===== src/rtl/o_pixel_packer_pkg.sv =====
// Shared scope-side frame-buffer geometry for o_pixel_packer and the VGA-side reader.
// Holds default pixel depth, visible window size, address width and the
// pixels-per-word / words-per-line derivations so both sides agree on layout.
package o_pixel_packer_pkg;

  localparam int PIX_BITS_DEF   = 1;
  localparam int H_VISIBLE_DEF  = 576;
  localparam int V_VISIBLE_DEF  = 378;
  localparam int ADDR_W_DEF     = 15;
  localparam int FIFO_DEPTH_DEF = 4;

  // Pixels packed into one 16-bit frame-buffer word.
  function automatic int calc_ppw(input int pix_bits);
    return 16 / pix_bits;
  endfunction

  // Frame-buffer words per visible line.
  function automatic int calc_wpl(input int h_visible, input int pix_bits);
    return h_visible / calc_ppw(pix_bits);
  endfunction

  // Snapshot of a just-completed word, taken on the edge its last pixel is sampled.
  typedef struct packed {
    logic [15:0] data;
    logic [9:0]  word_x;
    logic [8:0]  y;
    logic        bank;
  } cmpl_t;

endpackage


===== src/rtl/o_wr_fifo.sv =====
// Write-request FIFO with fall-through head. The head entry is presented
// combinationally while non-empty and reads as zero while empty.
// Push while full is refused unless a pop happens on the same edge.
module o_wr_fifo #(
  parameter int DEPTH = 4,
  parameter int W     = 31
) (
  input  logic                   clk,
  input  logic                   rst_n,
  input  logic                   push,
  input  logic [W-1:0]           wr_data,
  input  logic                   pop,
  output logic [W-1:0]           rd_data,
  output logic                   full,
  output logic                   empty,
  output logic [$clog2(DEPTH):0] count
);
  localparam int AW = $clog2(DEPTH);

  logic [W-1:0] mem_q [DEPTH];
  logic [AW:0]  wr_ptr_q, wr_ptr_d;
  logic [AW:0]  rd_ptr_q, rd_ptr_d;
  logic         do_push, do_pop;

  // Occupancy, accepted handshakes, pointer advance and head view.
  always_comb begin
    count    = wr_ptr_q - rd_ptr_q;
    full     = (count == (AW+1)'(DEPTH));
    empty    = (count == '0);
    do_pop   = pop & ~empty;
    do_push  = push & (~full | do_pop);
    wr_ptr_d = wr_ptr_q + {{AW{1'b0}}, do_push};
    rd_ptr_d = rd_ptr_q + {{AW{1'b0}}, do_pop};
    rd_data  = empty ? '0 : mem_q[rd_ptr_q[AW-1:0]];
  end

  // Pointer registers; clearing them empties the FIFO.
  always_ff @(posedge clk or negedge rst_n) begin
    if (!rst_n) begin
      wr_ptr_q <= '0;
      rd_ptr_q <= '0;
    end else begin
      wr_ptr_q <= wr_ptr_d;
      rd_ptr_q <= rd_ptr_d;
    end
  end

  // Storage; contents are meaningless until written so no reset is needed.
  always_ff @(posedge clk) begin
    if (do_push) mem_q[wr_ptr_q[AW-1:0]] <= wr_data;
  end

endmodule


===== src/rtl/o_pixel_packer.sv =====
// Packs scope serial video into 16-bit frame-buffer words and queues
// address/data write requests toward the frame-buffer arbiter.
// Pipeline: last pixel sampled (edge N) -> pending word (N+1) -> FIFO (N+2).
// Optional build macro DOUBLE_BUFFER_EN: BANK toggles on each FRAME_START
// rising edge and tags WR_ADDR's MSB; otherwise BANK and the MSB stay 0.
module o_pixel_packer
  import o_pixel_packer_pkg::*;
#(
  parameter int PIX_BITS   = PIX_BITS_DEF,
  parameter int H_VISIBLE  = H_VISIBLE_DEF,
  parameter int V_VISIBLE  = V_VISIBLE_DEF,
  parameter int FIFO_DEPTH = FIFO_DEPTH_DEF,
  parameter int ADDR_W     = ADDR_W_DEF
) (
  input  logic                O_CLK,
  input  logic                RST_N,
  input  logic [9:0]          O_X,
  input  logic [8:0]          O_Y,
  input  logic                O_VISIBLE,
  input  logic [PIX_BITS-1:0] O_DATA,
  input  logic                FRAME_START,
  output logic                WR_VALID,
  input  logic                WR_READY,
  output logic [ADDR_W-1:0]   WR_ADDR,
  output logic [15:0]         WR_DATA,
  output logic                OVERFLOW,
  output logic                BANK
);
  localparam int PPW    = calc_ppw(PIX_BITS);
  localparam int WPL    = calc_wpl(H_VISIBLE, PIX_BITS);
  localparam int SLOT_W = $clog2(PPW);
  localparam int LIN_W  = ADDR_W - 1;
  localparam int CNT_W  = $clog2(FIFO_DEPTH) + 1;

  logic [15:0]       pack_q, pack_d, pack_ins;
  logic              fs_prev_q, fs_prev_d, fs_rise;
  logic              ovf_q, ovf_d;
  logic              bank_q, bank_d;
  logic [1:0]        vld_pipe_q, vld_pipe_d;
  cmpl_t             cmpl_q, cmpl_d;
  logic [ADDR_W-1:0] pend_addr_q, pend_addr_d;
  logic [15:0]       pend_data_q, pend_data_d;
  logic [SLOT_W-1:0] slot;
  logic              in_win, word_done;
  logic [LIN_W-1:0]  lin_addr;
  logic              fifo_full, fifo_empty, fifo_pop, fifo_push, drop;
  logic [CNT_W-1:0]  fifo_cnt;
  logic [ADDR_W+15:0] fifo_head;

  // Pixel qualification: slot comes from O_X so a glitch cannot skew later words.
  always_comb begin
    slot      = O_X[SLOT_W-1:0];
    in_win    = O_VISIBLE && (O_X < 10'(H_VISIBLE)) && (O_Y < 9'(V_VISIBLE));
    word_done = in_win & (&slot);
    fs_rise   = FRAME_START & ~fs_prev_q;
    pack_ins  = pack_q;
    pack_ins[int'(slot)*PIX_BITS +: PIX_BITS] = O_DATA;
  end

  // Pack register, frame-start edge tracking and bank selection.
  always_comb begin
    pack_d    = fs_rise ? '0 : (in_win ? pack_ins : pack_q);
    fs_prev_d = FRAME_START;
`ifdef DOUBLE_BUFFER_EN
    bank_d    = bank_q ^ fs_rise;
`else
    bank_d    = 1'b0;
`endif
  end

  // Completion snapshot (edge N) and pending word with its address (edge N+1).
  always_comb begin
    vld_pipe_d = {vld_pipe_q[0], word_done};
    cmpl_d     = cmpl_q;
    if (word_done) begin
      cmpl_d.data   = pack_ins;
      cmpl_d.word_x = O_X >> SLOT_W;
      cmpl_d.y      = O_Y;
      cmpl_d.bank   = bank_q;
    end
    lin_addr    = LIN_W'(cmpl_q.y) * LIN_W'(WPL) + LIN_W'(cmpl_q.word_x);
    pend_addr_d = pend_addr_q;
    pend_data_d = pend_data_q;
    if (vld_pipe_q[0]) begin
      pend_addr_d = {cmpl_q.bank, lin_addr};
      pend_data_d = cmpl_q.data;
    end
  end

  // FIFO push/pop and sticky overflow; a frame start wins over a same-cycle drop.
  always_comb begin
    fifo_pop  = WR_READY & ~fifo_empty;
    drop      = vld_pipe_q[1] & fifo_full & ~fifo_pop;
    fifo_push = vld_pipe_q[1] & ~drop;
    ovf_d     = fs_rise ? 1'b0 : (ovf_q | drop);
  end

  // State registers.
  always_ff @(posedge O_CLK or negedge RST_N) begin
    if (!RST_N) begin
      pack_q      <= '0;
      fs_prev_q   <= 1'b0;
      ovf_q       <= 1'b0;
      bank_q      <= 1'b0;
      vld_pipe_q  <= '0;
      cmpl_q      <= '0;
      pend_addr_q <= '0;
      pend_data_q <= '0;
    end else begin
      pack_q      <= pack_d;
      fs_prev_q   <= fs_prev_d;
      ovf_q       <= ovf_d;
      bank_q      <= bank_d;
      vld_pipe_q  <= vld_pipe_d;
      cmpl_q      <= cmpl_d;
      pend_addr_q <= pend_addr_d;
      pend_data_q <= pend_data_d;
    end
  end

  o_wr_fifo #(
    .DEPTH (FIFO_DEPTH),
    .W     (ADDR_W + 16)
  ) u_fifo (
    .clk     (O_CLK),
    .rst_n   (RST_N),
    .push    (fifo_push),
    .wr_data ({pend_addr_q, pend_data_q}),
    .pop     (fifo_pop),
    .rd_data (fifo_head),
    .full    (fifo_full),
    .empty   (fifo_empty),
    .count   (fifo_cnt)
  );

  assign WR_VALID = (fifo_cnt != '0);
  assign WR_ADDR  = fifo_head[ADDR_W+15:16];
  assign WR_DATA  = fifo_head[15:0];
  assign OVERFLOW = ovf_q;
  assign BANK     = bank_q;

endmodule


===== config.mk =====
export PLATFORM = sky130hd
export DESIGN_NAME = o_pixel_packer
export DESIGN_NICKNAME = d
export VERILOG_FILES = /design/src/rtl/o_pixel_packer_pkg.sv /design/src/rtl/o_wr_fifo.sv /design/src/rtl/o_pixel_packer.sv
export SDC_FILE = /design/constraint.sdc
export NUM_CORES = 1
export LEC_CHECK = 0
export ABC_CLOCK_PERIOD_IN_PS = 5300
export CELL_PAD_IN_SITES_DETAIL_PLACEMENT = 1
export CELL_PAD_IN_SITES_GLOBAL_PLACEMENT = 2
export CORE_ASPECT_RATIO = 1.1
export CORE_UTILIZATION = 43
export DETAILED_ROUTE_END_ITERATION = 8
export GPL_TIMING_DRIVEN = 0
export PLACE_DENSITY = 0.87
export SLEW_MARGIN = 20
export SYNTH_ARGS = -nofsm -noshare
export SYNTH_HDL_FRONTEND = slang
export SYNTH_SLANG_ARGS = --single-unit

===== constraint.sdc =====
create_clock -name O_CLK -period 5.3 [get_ports O_CLK]
set_input_delay 1.325 -clock O_CLK [delete_from_list [all_inputs] [get_ports O_CLK]]
set_output_delay 1.325 -clock O_CLK [all_outputs]
set_load 0.03 [all_outputs]

* Word level (Yosys, flattened, before mapping)
Memory sizes are Yosys's and may differ from the RTL's.
Cells that the tools add are included.
** Cells by class
- Add/sub/neg operators :: 5
- $mul :: 1
- $lt $le $gt $ge :: 2
- Eq/ne operators :: 1
- Shifts and indexed selects :: 2
- Multiplexer cells :: 7
- Bitwise operators :: 15
- Reduce and logical (&&, ||, !) cells :: 6
** Operators with widths (count)
- negation 4 -> 33 bit :: 1
- variable shift 1 x 33 -> 16 bit, first input constant :: 1
- indexed part select 1 x 33 -> 16 bit :: 1
- 2-to-1 mux 16 bit :: 2
- 2-to-1 mux 31 bit :: 1
- bitwise mux 16 bit :: 1
- adder 14 x 6 -> 14 bit :: 1
- multiplier 9 x 4 -> 12 bit, second input constant :: 1
- less-than comparator 10 bit, second input constant :: 1
- less-than comparator 9 bit, second input constant :: 1
- bitwise AND 1 bit :: 8
- adder 3 x 1 -> 3 bit :: 2
- NOT 1 bit :: 5
- AND reduction 4 bit :: 1
- == test 3 bit, second input constant :: 1
- zero test 3 bit :: 1
- 2-to-1 mux 1 bit :: 3
- nonzero test 3 bit :: 1
- subtractor 3 bit :: 1
- logical AND 1 bit :: 2
- OR 1 bit :: 2
- nonzero test 2 bit :: 1
** Storage, ports and cells
- Register bits after elaboration :: 87
- Memory bits (writable) :: 120
- Bits of input ports :: 25
- Output and inout bits :: 34
- Logic and storage cells :: 51
- Memories kept :: 1
** Memories
- u_fifo.mem_q :: words 4, bits a word 30, rd ports 1, clocked after Yosys merged registers in 0, wr ports 1, RTL line o_wr_fifo.sv:20 : logic [W-1:0] mem_q [DEPTH];

* Depth between registers and ports, before layout
Gate-level depths: netlist of the first run.
- Depth after elaboration :: 11
- Gate-level depth with buffers :: 11
- Mapped depth without buffers :: 10

* By module
From an unflattened synthesis of the first run, not the netlist that was laid out.
** Unflattened totals
- Cell total of the unflattened synthesis :: 625
- Area total of the unflattened synthesis :: 9435.3 um^2
** By module, submodules not included
- o_wr_fifo :: times used 1, cells an instance 232, area an instance 5185.0 um^2, seq. area each 3873.7 um^2
- o_pixel_packer :: times used 1, cells an instance 393, area an instance 4250.3 um^2, seq. area each 2026.9 um^2

* Worst setup path before layout of the first run
Ideal clock, no wire load.
- Path kind :: input to register
- From :: in WR_READY
- To :: mem u_fifo.mem_q[0][0] (netlist name), enable pin
- Data arrival time :: 3.528 ns
- Required time :: 4.845 ns
- Setup slack :: 1.317 ns
- Cell stages on the path :: 2
- Path buffers :: 0
- Path through :: o21ai_0 nor3_1
** Between the ends
- Longest elaborated chain between the ends :: 8
- Elaborated cells between the ends (all ways) :: 10
** Ends and longest elaborated chain
- start, declared :: RTL line o_pixel_packer.sv:23 : input logic WR_READY,
- bitwise AND 1 bit * :: RTL line o_pixel_packer.sv:92 : fifo_pop = WR_READY & ~fifo_empty;
- NOT 1 bit :: RTL line o_pixel_packer.sv:93 : drop = vld_pipe_q[1] & fifo_full & ~fifo_pop;
- bitwise AND 1 bit :: RTL line o_pixel_packer.sv:93
- NOT 1 bit :: RTL line o_pixel_packer.sv:94 : fifo_push = vld_pipe_q[1] & ~drop;
- bitwise AND 1 bit :: RTL line o_pixel_packer.sv:94
- bitwise AND 1 bit * :: RTL line o_wr_fifo.sv:31 : do_push = push & (~full | do_pop);
- 2-to-1 mux 1 bit * :: RTL line o_wr_fifo.sv:50 : if (do_push) mem_q[wr_ptr_q[AW-1:0]] <= wr_data;
- 2-to-1 mux 1 bit (not written as such) * :: RTL line o_wr_fifo.sv:50
- end, declared :: RTL line o_wr_fifo.sv:20
Mark *: on every way between the ends. The rest lies on a longest branch, timed or not.

* Worst setup path after layout of the first run
- From :: reg u_fifo.rd_ptr_q[1]
- To :: out WR_DATA[10]
** Between the ends
- Longest elaborated chain between the ends :: 3
- Elaborated cells between the ends (all ways) :: 4
** Ends and longest elaborated chain
- start, declared :: RTL line o_wr_fifo.sv:22 : logic [AW:0] rd_ptr_q, rd_ptr_d;
- start signal, assigned :: RTL line o_wr_fifo.sv:44 : rd_ptr_q <= rd_ptr_d;
- subtractor 3 bit :: RTL line o_wr_fifo.sv:27 : count = wr_ptr_q - rd_ptr_q;
- zero test 3 bit :: RTL line o_wr_fifo.sv:29 : empty = (count == '0);
- 2-to-1 mux 31 bit * :: RTL line o_wr_fifo.sv:34 : rd_data = empty ? '0 : mem_q[rd_ptr_q[AW-1:0]];
- end, declared :: RTL line o_pixel_packer.sv:25 : output logic [15:0] WR_DATA,
Marks and branches as above.

==> summary.md, run 1 <==
| Metric | Value |
|---|---|
| Sequential area share after synthesis | 0.644 |
| Hold path cells | 0 |
| Final period util | 0.940 |
| Drt pass-1 iters | 4 |
| Vias | 5,145 |
| Hold Path End | vld_pipe_q[1] |
| Share of post-route cells with drive strength above 1 | 0.201 |
| CTS resizes | 0 |
| Nature of the critical path startpoint | flop |
| Root Driver | clkbuf_16 |
| # Max-Cap Violations | 0 |
| Critical path type | flop to output pin |
| Pwr/cell area | 517 nW/µm² |
| HPWL after DPL | 14.2 mm |
| Die outline height | between 150 and 200 µm |
| CP required | 3.97 ns |
| Count of input and output buffers | 55 |
| Core Region | between 20,000 and 25,000 µm² |
| Setup Viol. Count Final | 0 |
| Max clock buf depth | 3 |
| DR vias/cell | 5.38 |
| CTS Hold Bufs | 0 |
| Initial antenna violation count | 0 |
| EDFF count, synth | 120 |
| Max incr delay on CP | 0.70 ns |
| Async SR Flop Fraction | 0.420 |
| Post-DR wirelength/cell | 20.6 µm |
| # DRC | 0 |
| Tot Pwr | ~5.6 mW |
| Worst-path cell chain | buf_1 > inv_1 > ha_1 > nor2b_1 > xnor2_1 > or2_2 > clkbuf_1 > and2_1 > clkdlybuf4s50_1 |
| Worst-Skew Late Latency | 0.51 ns |
| H-tree Lvls | 1 |
| GPL Wtd Cong | slightly above 0.8 |
| Cells after synthesis | 593 |
| Post-route ant nets | 0 |
| Leak | 4.18 nW |
| Commonest non-fill, non-tap cell in the layout | edfxtp_1 |
| Tmin final | 4.98 ns |
| Drt total wl | 19.7 mm |
| Commonest non-fill, non-tap cells in the layout | 120 x edfxtp_1, 87 x dfrtp_1, 56 x nor2_1 |
| Number of global-route vias before repair | 5,675 |
| Worst R2R Start | u_fifo.rd_ptr_q[1] |
| CTS sink cnt | slightly above 200 |
| Placed Cells | 916 |
| Initial Utilization | 0.437 |
| Die Width | approximately 140 µm |
| Crit. End Element | output pin |
| Final #Nets | 736 |
| Ys Warns | 0 |
| Clock buffer count from CTS | 22 |
| Total Die Area | 21,400 µm² |
| Status | finished, final reports clean |
| Worst hold start | vld_pipe_q[0] |
| Fmax | around 200 MHz |
| Post-synthesis cell type count | 52 |
| Diode count | 0 |
| CP Data Arrival Time | 3.66 ns |
| Post-synth top area share | 0.402 |
| First-pass GRT wire length | about 32 mm |
| RSZ-0062 raised after global routing | no |
| Slowest stage cell, crit path | clkdlybuf4s50_1 |
| Clock skew | 0.0235 ns |
| Largest net degree at the start of global routing | 60 |
| Setup Buffers After CTS | 0 |
| Cell row count | 55 |
| Filler Cells Inserted | between 1,500 and 2,000 |
| Fin. Hold Viols | 0 |
| Crit path from | u_fifo.rd_ptr_q[1] |
| Max_slew headroom | 0.466 |
| Synth-to-Final Area Change | 20.3% |
| I/O Pins | 59 |
| Yosys top cell by area | edfxtp_1 |
| Final Non-Filler Cells | roughly 960 |
| Fin util | 0.526 |
| Final slew viol count | 0 |
| Overall global routing resource usage | 0.191 |
| Synth top area cells | edfxtp_1 40%, dfrtp_1 24%, mux4_2 7.5% |
| Critical path peak fanout | 10 |
| Reg2reg end | u_fifo.mem_q[2][9] |
| Worst vdd ir | 0.230 mV |
| Initial DRC Count | 267 |
| Synth Flop Type | edfxtp_1 |
| Yosys reg bits | about 210 |
| Congestion Overflow GR | 0 |
| Clk pin slew, worst setup/hold paths | 0.06 ns |
| CTS tree | done |
| Reg2reg setup slack | 2.09 ns |
| Reg2Reg Depth | 11 |
| Area occupied by multi-input gates | roughly 3100 µm² |
| Mapped cell area | 8970 µm² |
| HP Class | flop to flop |
| Post-Syn Area per Cell | 15.1 µm² |
| Slew @ Worst Pin | just under 0.8 ns |
| Register area | 5780 µm² |
==> cell type report <==
| class | count | share of cell area |
|---|---|---|
| clock inverters | 14 | 0.0154 |
| inverters | 12 | 0.00418 |
| clock buffers | 26 | 0.0553 |
| multi-input cells | 348 | 0.283 |
| repair buffers | 66 | 0.0654 |
| well taps | 256 | 0.0297 |
| flip-flops and latches | 207 | 0.536 |
| plain buffers | 27 | 0.0113 |
==> kinds of logic (layout without fill, tap and decap cells) <==
kind of cell    Yosys count  count (layout)  share of synthesized area
compound gates           65              65                     0.0485
xor+xnor                 17              17                     0.0183
fa+ha+maj                27              27                     0.0393
buf+inv                  39             145                     0.0186
flops                   207             207                      0.644
mux                      89              89                      0.147
other cells               1               2                   0.000418
simple gates            148             148                     0.0836
==> synthesized netlist by cell type (14+ instances only) <==
library cell / instances
edfxtp_1: 120
dfrtp_1: 87
nor2_1: 58
and2_1: 32
mux2_2: 30
mux4_2: 30
ha_1: 25
a21oi_1: 24
mux2i_1: 21
nand2_1: 16
clkbuf_1: 15
a211oi_1: 14
==> power breakdown <==
group	switching (mW)	internal, mW	total [mW]
Clock	0.634	0.958	1.59
Combinational	1.05	0.867	1.92
Sequential	0.159	1.90	2.06
==> flip-flops by register name (all words and copies together) (netlist names) <==
signal           flops
OVERFLOW             1
cmpl_q              31
fs_prev_q            1
pack_q              16
pend_addr_q         14
pend_data_q         16
u_fifo.mem_q       120
u_fifo.rd_ptr_q      3
u_fifo.wr_ptr_q      3
vld_pipe_q           2
==> how the worst max path moves through the flow <==
stage,endpoint,slack [ns],depth (start not counted)
2_1_floorplan,u_fifo.mem_q[0][0],1.32,2
3_3_place_gp,u_fifo.mem_q[1][10],-0.86,3
3_5_place_dp,WR_DATA[10],0.79,9
4_1_cts,WR_DATA[10],0.25,9
5_1_grt,WR_DATA[10],0.12,9
6_report,WR_DATA[10],0.32,9
==> per-layer routing <==
layer / routed length, µm / global-route usage
met1: 8880 / 0.252
met3: 765 / 0.0269
met4: 293 / 0.0450
met5: 0 / 0
met2: 9740 / 0.332
==> worst max-delay path, delay by kind of cell (launching register included) <==
kind	cells	cell delay [ns]
buffers and inverters	4	1.76
adders and majority gates	1	0.23
xor gates and xnor gates	1	0.16
DFF	1	0.43
and+or+nand+nor	3	0.58
==> metrics by stage <==
| stage | setup TNS, ns | setup WS, ns | hold slack (ns) | area [µm²] |
|---|---|---|---|---|
| finish | 0 | 0.315 | 0.447 | 10800 |
| global route | 0 | 0.117 | 0.460 | 10800 |
| CTS | 0 | 0.248 | 0.442 | 10800 |
| detailed placement | 0 | 0.795 | 0.412 | 10000 |
| global placement | -68.89 | -0.858 | 0.395 | 9840 |
| floorplan | 0 | 1.32 | 0.352 | 8970 |
(Power assumes the default switching activity.)
==> run 2, diff against run 1 <==
--- a/config.mk
+++ b/config.mk
@@ -14,3 +14,3 @@
 export GPL_TIMING_DRIVEN = 0
-export PLACE_DENSITY = 0.87
+export PLACE_DENSITY_LB_ADDON = 0.1
 export SLEW_MARGIN = 20
--- a/constraint.sdc
+++ b/constraint.sdc
@@ -3,2 +3,2 @@
 set_output_delay 1.325 -clock O_CLK [all_outputs]
-set_load 0.03 [all_outputs]
+set_load 0.1 [all_outputs]
==> summary.md, run 2 (synthesized netlist as in run 1, its figures left out) <==
| Metric | Value |
|---|---|
| # Max-Cap Violations | 0 |
| Design area | ~11,000 µm² |
| Initial antenna violation count | 0 |
| Count of input and output buffers | 55 |
| Slew @ Worst Pin | 0.971 ns |
| Synth-to-Final Area Change | 18.8% |
| Fin. Hold Viols | 0 |
| Share of post-route cells with drive strength above 1 | 0.205 |
| Reg power frac | 0.327 |
| Commonest non-fill, non-tap cells in the layout | 120 x edfxtp_1, 87 x dfrtp_1, 56 x nor2_1 |
| CTS sink cnt | 207 |
| Critical path type | flop to output pin |
| Clock skew | 0.0176 ns |
| H-tree Lvls | 1 |
| Number of global-route vias before repair | 5,555 |
| Sw Pwr | 2.83 mW |
| Core Region | roughly 21,000 µm² |
| Worst vdd ir | approximately 0.30 mV |
| Critical path peak fanout | 10 |
| Max clock buf depth | 3 |
| I/O Pins | 59 |
| Initial Utilization | 0.437 |
| Setup Viol. Count Final | 0 |
| Drt pass-1 iters | 4 |
| CTS tree | done |
| Max_slew headroom | 0.351 |
| Initial DRC Count | 265 |
| Root Driver | clkbuf_16 |
| Filler Cells Inserted | 2,009 |
| Clk pin slew, worst setup/hold paths | 0.06 ns |
| Final period util | 0.972 |
| Die outline height | 153 µm |
| Diode count | 0 |
| DR vias/cell | ~5.3 |
| Area after DPL | 10,000 µm² |
| Cell row count | 55 |
| CP top delay family | buffers and inverters |
| Tmin final | 5.15 ns |
| Fmax | just under 200 MHz |
| Nature of the critical path startpoint | flop |
| Total Die Area | 21,400 µm² |
| Switching portion of total power | 0.448 |
| # DRC | 0 |
| Vias | roughly 5,000 |
| Overall global routing resource usage | 0.184 |
| CP required | roughly 4 ns |
| DP Worst Slack | 0.304 ns |
| Drt total wl | ~19 mm |
| Pwr/cell area | around 600 nW/µm² |
| Die Width | 140 µm |
| Final slew viol count | 0 |
| Clock buffer count from CTS | 23 |
| First-pass GRT wire length | 30.9 mm |
| GPL Wtd Cong | 0.791 |
| RSZ-0062 raised after global routing | no |
| Post-route setup slack | 0.151 ns |
| Commonest non-fill, non-tap cell in the layout | edfxtp_1 |
| Post-route ant nets | 0 |
| Setup TNS | 0 ns |
| Worst path bufs/invs | 4 |
| Int Power | 3.48 mW |
| Congestion Overflow GR | 0 |
| Final #Nets | 737 |
| Status | finished, final reports clean |
| Post-DR wirelength/cell | 19.7 µm |
| Clock power frac | 0.228 |
| Largest net degree at the start of global routing | 81 |
| Crit. End Element | output pin |
| Comb pwr share | 0.445 |
| Worst-path cell chain | buf_1 > inv_1 > ha_1 > nor2b_1 > xnor2_1 > or2_2 > clkbuf_1 > and2_1 > clkdlybuf4s15_1 |
| HP Class | flop to flop |
| Leak | 4.17 nW |
| Slowest stage cell, crit path | clkdlybuf4s15_1 |
| CP Data Arrival Time | 3.82 ns |
| Max incr delay on CP | between 0.8 and 0.9 ns |
| Largest register FFs | 120 |
| HPWL after DPL | between 10 and 15 mm |
| Worst-Skew Late Latency | roughly 0.50 ns |
==> run 2: cell count changes in the layout (fill, tap and decap cells not counted), sizes merged <==
cell / previous run / this run
clkdlybuf4s15: 0 / 12
bufinv: 3 / 0
inv: 13 / 12
clkdlybuf4s50: 54 / 24
clkinvlp: 3 / 2
dlygate4sd2: 0 / 10
clkinv: 7 / 3
clkbuf: 41 / 59
==> run 2: timing repair <==
action	4_1_cts	5_1_grt
setup endpoints to repair	30	20
buffers inserted	0	0
hold buffers	0	0
resized for setup	30	28
pin swaps	0	0
endpoints found under the hold margin	0	0
==> run 2: stage by stage <==
| stage | cells | total power [mW] | hold WS [ns] | utilization |
|---|---|---|---|---|
| after floorplan | 594 | 4.34 | 0.352 | - |
| after global placement | 905 | 4.99 | 0.412 | 0.480 |
| after detailed placement | 916 | 5.06 | 0.417 | 0.489 |
| after CTS | 957 | 6.39 | 0.456 | 0.520 |
| after global routing | 957 | 6.58 | 0.461 | 0.520 |
| final | 957 | 6.31 | 0.463 | 0.520 |
==> run 2: layout make-up <==
class	instances	area [µm²]	share of cell area
Timing Repair Buffer	66	649	0.0609
Multi-Input combinational cell	348	3050	0.286
Inverter	12	45.0	0.00423
Clock inverter	5	33.8	0.00317
Buffer	27	121	0.0114
Sequential cell	207	5780	0.542
Clock buffer	36	654	0.0614
Tap cell	256	320	0.0301
==> run 2: layer usage <==
layer  part of all wire  global-route usage  wire length, µm
met5                  0                   0                0
met4             0.0098              0.0324              185
met3              0.034              0.0273              642
met2               0.48               0.304             9070
met1               0.47               0.260             8940
==> run 2: final timing paths <==
| check | startpoint | endpoint | slack [ns] | cells past startpoint |
|---|---|---|---|---|
| setup / recovery | u_fifo.rd_ptr_q[1] | WR_DATA[14] | 0.15 | 9 |
| hold / removal | vld_pipe_q[0] | vld_pipe_q[1] | 0.46 | 0 |
| setup reg to reg | u_fifo.rd_ptr_q[1] | u_fifo.mem_q[0][2] | 1.99 | 11 |
| hold reg to reg | vld_pipe_q[0] | vld_pipe_q[1] | 0.46 | 0 |
| max in group asynchronous | RST_N | cmpl_q[30] | 4.04 | 2 |
| min in group asynchronous | RST_N | u_fifo.wr_ptr_q[2] | 0.62 | 1 |
==> run 2: power by group through the flow <==
stage	combinational (mW)	sequential [mW]	clock, mW
2_1_floorplan	2.31	2.02	0
3_3_place_gp	2.92	2.07	0
3_5_place_dp	2.97	2.09	0
4_1_cts	2.84	2.06	1.49
5_1_grt	2.96	2.08	1.54
6_report	2.81	2.06	1.44
